[config.mk]
export PLATFORM = sky130hd
export DESIGN_NAME = sat_counter
export DESIGN_NICKNAME = d
export VERILOG_FILES = /design/src/rtl/lfsr_checker_sat_counter.sv
export SDC_FILE = /design/constraint.sdc
export NUM_CORES = 1
export LEC_CHECK = 0
export ABC_AREA = 1
export BUFFER_PORTS_ARGS = -buffer_cell sky130_fd_sc_hd__buf_2
export CORE_UTILIZATION = 50
export DETAILED_ROUTE_END_ITERATION = 6
export PLACE_DENSITY_LB_ADDON = 0.3
export RECOVER_POWER = 25
export SLEW_MARGIN = 20
export SYNTH_ARGS = -nofsm -noshare
export SYNTH_HDL_FRONTEND = slang
export SYNTH_SLANG_ARGS = --single-unit
[constraint.sdc]
create_clock -name clk -period 2.3 [get_ports clk]
set_input_delay 0 -clock clk [delete_from_list [all_inputs] [get_ports clk]]
set_output_delay 0 -clock clk [all_outputs]
set_load 0.01 [all_outputs]
[src/rtl/lfsr_checker_sat_counter.sv]
// Saturating up-counter with synchronous clear; clear has priority over increment.
// Count is registered: an increment sampled at edge N is visible after edge N.
module sat_counter #(
  parameter int unsigned W = 16
) (
  input  logic         clk,
  input  logic         rst_n,
  input  logic         inc,
  input  logic         clr,
  output logic [W-1:0] count
);

  always_ff @(posedge clk or negedge rst_n) begin
    if (!rst_n) begin
      count <= '0;
    end else if (clr) begin
      count <= '0;
    end else if (inc && (count != {W{1'b1}})) begin
      count <= count + 1'b1;
    end
  end

endmodule

Word level (Yosys, flattened, before mapping)
Index checks and enable logic that the tools add are counted.
- bits in registers: 16
- bits of input ports: 4
- word-level logic and storage cells: 7
- output and inout port bits: 16
- equal/unequal tests: 1
- reduce and logical (&&, ||, !) cells: 2
- add/sub/neg operators: 1
- multiplexer cells: 2
- operator list (kind ; number):
    16-bit two-way mux ; 2
    16-bit by 1-bit adder with 16-bit output (second input constant) ; 1
    16-bit != test (second input constant) ; 1
    2-bit nonzero test ; 1
    1-bit logical AND ; 1

Longest topological paths before layout
- depth after elaboration: 4
- depth in mapped cells: 10
- mapped depth without buffers: 9

Worst setup path after synthesis
No wires, ideal clock.
- path kind: register to register
- start point: register count[1]
- end point: register count[7]
- buffers on the path: 1
- path slack: 0.780 ns
- setup time: 0.066 ns
- arrival time: 1.454 ns
- clock period less this slack: 1.520 ns
- required time: 2.234 ns
- cell stages (with the launch flop): 11
- cell sequence: dfrtp_1 -> ha_1 -> nand2_2 -> nor2_4 -> nand2_4 -> o21ai_4 -> nand2_4 -> inv_4 -> buf_12 -> nand2_1 -> nand2_1
- word-level cells in the longest chain between the ends: 3
- elaborated cells between the ends (all ways): 6
- classes of those cells: add/sub (1); eq/ne (1); mux (2); reduce/logical (2)
- RTL lines (element ; line ; source):
    from (decl) ; 10 ; output logic [W-1:0] count
    from (signal assigned) ; 19 ; count <= count + 1'b1;
    16-bit by 1-bit adder with 16-bit output / 16-bit != test (equally long branches) ; 19, 18 ;
    16-bit two-way mux / 1-bit logical AND (equally long branches) ; 18 ; end else if (inc && (count != {W{1'b1}})) begin
    16-bit two-way mux / 2-bit nonzero test (equally long branches) ; -- ;
Parallel ways exist; a longest one is shown, timed or not. The select of a mux whose other input is x is not followed.
A chain may end at the register's enable or synchronous reset.

Final worst setup path
- start point: register count[1]
- end point: register count[8]
Same word-level chain as after synthesis.

==> impl_metrics.json <==
{
  "power_frac_comb_pct": 7.9,
  "cts_max_level": 1,
  "drive_gt1_share_pct": 19.28,
  "grt_usage_pct": 23.85,
  "largest_reg_flops": 16,
  "core_um2": 1962,
  "required_ns": 2.53,
  "synth_edf_count": 0,
  "cts_inserted_buffers": 3,
  "layout_common_cells": "nand2_1, buf_2, dfrtp_1",
  "slowest_delay_ns": 0.66,
  "clock_skew_ns": 0.001323,
  "die_area_um2": 2261,
  "slowest_stage": "nor2_1",
  "num_vias": 1009,
  "cts_sinks": 16,
  "reg2reg_to": "count[8]$_DFFE_PN0P_",
  "ys.flop_type": "dfrtp_1",
  "cpMostUsedCell": "nor2_1",
  "worst_setup_path_start_kind": "register",
  "vdd_drop_max_mv": 0.2980,
  "via_per_inst": 5.228,
  "synthCells": 144,
  "drc": 0,
  "layout_commonest_cell": "nand2_1",
  "diodes": 0,
  "cp_max_fo": 13,
  "synth_seq_cells": 16,
  "syn_to_final_growth_pct": 14.96,
  "p_leak_uw": 0.0006315,
  "hold_path_startpoint": "inc",
  "powerDensity_nw_per_um2": 437.2,
  "crit_family": "simple AND/OR/NAND/NOR gates",
  "chipHeight_um": 47.55,
  "cap_violations": 0,
  "ys_warn_count": 0,
  "routed_wl_mm": 2.344,
  "drt_iter0_markers": 35,
  "timing.rr.start": "count[1]$_DFFE_PN0P_",
  "r2r_cells": 8,
  "min_path_cells": 4,
  "setup_viol": 0,
  "place_inst": 187,
  "hold_class": "in2reg",
  "fin_util_pct": 60.78,
  "fp.dieW_um": 47.55,
  "regMostFlops": "count",
  "cts_tree": "done",
  "clock_latency_ns": 0.29,
  "path_class": "reg2reg",
  "fmax_mhz": 497.0,
  "p_switching_uw": 128.6,
  "gp_congestion": 0.8534,
  "root_buffer": "clkbuf_4",
  "min_period_ns": 2.012,
  "path_clk_slew_ns": 0.10,
  "dpl.hpwl_mm": 1.612,
  "pwr-share-clk_pct": 36.9,
  "fin_setup_tns_ns": 0,
  "outcome": "complete, no violations",
  "worstHoldEndpoint": "count[3]$_DFFE_PN0P_",
  "stdcell_count": 193,
  "clock_path_buffers": 2,
  "rsz0062_at_grt": "false",
  "antenna_found_initial": 0,
  "drt-pass1-iter-count": 5,
  "path_cells": "ha_1 -> nand2_2 -> nor2_4 -> nand2_4 -> nor2_1 -> nor2_1 -> nand4_1 -> nand2_1",
  "async_flop_share_pct": 100.0,
  "ios": 20,
  "fin_crit_sh_pct": 87.48,
  "port-buffer-count": 19,
  "ys_types": 23,
  "rrSetupSlack_ns": 0.29,
  "grt.overflow.total": 0,
  "biggestRegsByFlops": "count: 16 flops",
  "syn_nets": 149,
  "syn_area_um2": 1037,
  "rows": 16,
  "start_util_pct": 52.87,
  "power_frac_seq_pct": 55.2,
  "slew_viol_final": 0,
  "end_kind": "register",
  "nets": 172,
  "tightest_slew_ns": 0.8756,
  "relSlewSlack_pct": 41.41,
  "p_int_uw": 392.7,
  "wl_per_cell_um": 12.15,
  "arrival_ns": 2.24,
  "path_buf_inv": 0,
  "grt_pass1_wl_mm": 3.746,
  "grt_pass1_vias": 890,
  "ant_nets": 0,
  "syn_area_per_cell_um2": 7.203,
  "grt_max_degree": 17,
  "hold_viol": 0,
  "swShare_pct": 24.67,
  "ys_seq_area_share_pct": 38.60
}
-- worst min-delay path, cell delays in order --
cell,delay [ns]
buf_2,0.11
o21ai_4,0.07
nand2_4,0.08
o21ai_0,0.08
-- Yosys cell counts (2+ instances only) --
cell | number | area share (%)
dfrtp_1 | 16 | 39
inv_1 | 11 | 4.0
nand2_1 | 55 | 20
nand2_2 | 2 | 1.2
nand2_4 | 2 | 2.2
nand3_1 | 12 | 5.8
nand4_1 | 9 | 5.4
nor2_1 | 14 | 5.1
nor2_4 | 2 | 2.2
o21ai_0 | 4 | 1.9
o21bai_1 | 2 | 1.4
xnor2_1 | 2 | 1.7
xor2_1 | 3 | 2.5
-- power groups by stage --
stage | logic [uW] | clock network, uW | registers, uW
final | 41.2 | 193 | 288
after CTS | 41.4 | 195 | 287
after global placement | 38.2 | 0 | 293
after detailed placement | 38.8 | 0 | 293
after floorplan | 24.2 | 0 | 294
after global routing | 46.5 | 205 | 288
-- logic make-up after synthesis --
family	after synthesis	share of synthesized area [%]
buffers and inverters	16	7.719
adder cells (fa/ha/maj)	1	1.206
AO/OA/AOI/OAI	8	5.428
XOR/XNOR	5	4.223
AND/OR/NAND/NOR	98	42.82
flip-flops	16	38.60
-- stage by stage --
step	area, um2	hold WS [ns]	power (uW)	setup WS [ns]
3_5_place_dp	1137	-0.06324	331.8	0.3317
2_1_floorplan	1037	-0.2956	318.5	0.7797
4_1_cts	1194	0.08242	523.5	0.3164
5_1_grt	1192	0.09589	540.2	0.1213
3_3_place_gp	1137	-0.06927	330.8	0.4420
6_report	1192	0.08957	521.3	0.2881
-- per-layer routing --
metal	share of wire (%)	vias to the layer above	global-route usage (%)
met4	1.2	0	11.67
met3	3.8	4	2.642
met1	46	471	30.25
met5	0	-	0
met2	49	25	40.27
li1	-	509	-
-- how the worst max path moves through the flow --
stage / from / to / slack, ns / cells after the start
final: count[1]$_DFFE_PN0P_ / count[8]$_DFFE_PN0P_ / 0.29 / 8
after CTS: count[1]$_DFFE_PN0P_ / count[8]$_DFFE_PN0P_ / 0.32 / 8
after global placement: count[1]$_DFFE_PN0P_ / count[9]$_DFFE_PN0P_ / 0.44 / 8
after detailed placement: count[1]$_DFFE_PN0P_ / count[8]$_DFFE_PN0P_ / 0.33 / 8
after global routing: count[0]$_DFFE_PN0P_ / count[7]$_DFFE_PN0P_ / 0.12 / 8
after floorplan: count[1]$_DFFE_PN0P_ / count[7]$_DFFE_PN0P_ / 0.78 / 10
-- timing repair --
item                       CTS  global route
setup endpoints to repair    0             0
gates resized for setup      0             0
buffers inserted             0             0
hold endpoints to repair    17             0
hold buffers                 2             0
-- layout make-up --
| cell class | instances | area, um2 |
|---|---|---|
| repair buffers | 21 | 113.9 |
| fillers | 196 | 769.5 |
| multi-input cells | 112 | 556.8 |
| inverters | 13 | 51.30 |
| flip-flops and latches | 16 | 400.4 |
| clock buffers | 4 | 36.28 |
| well taps | 27 | 33.78 |
Power figures use the tool's default switching activity.
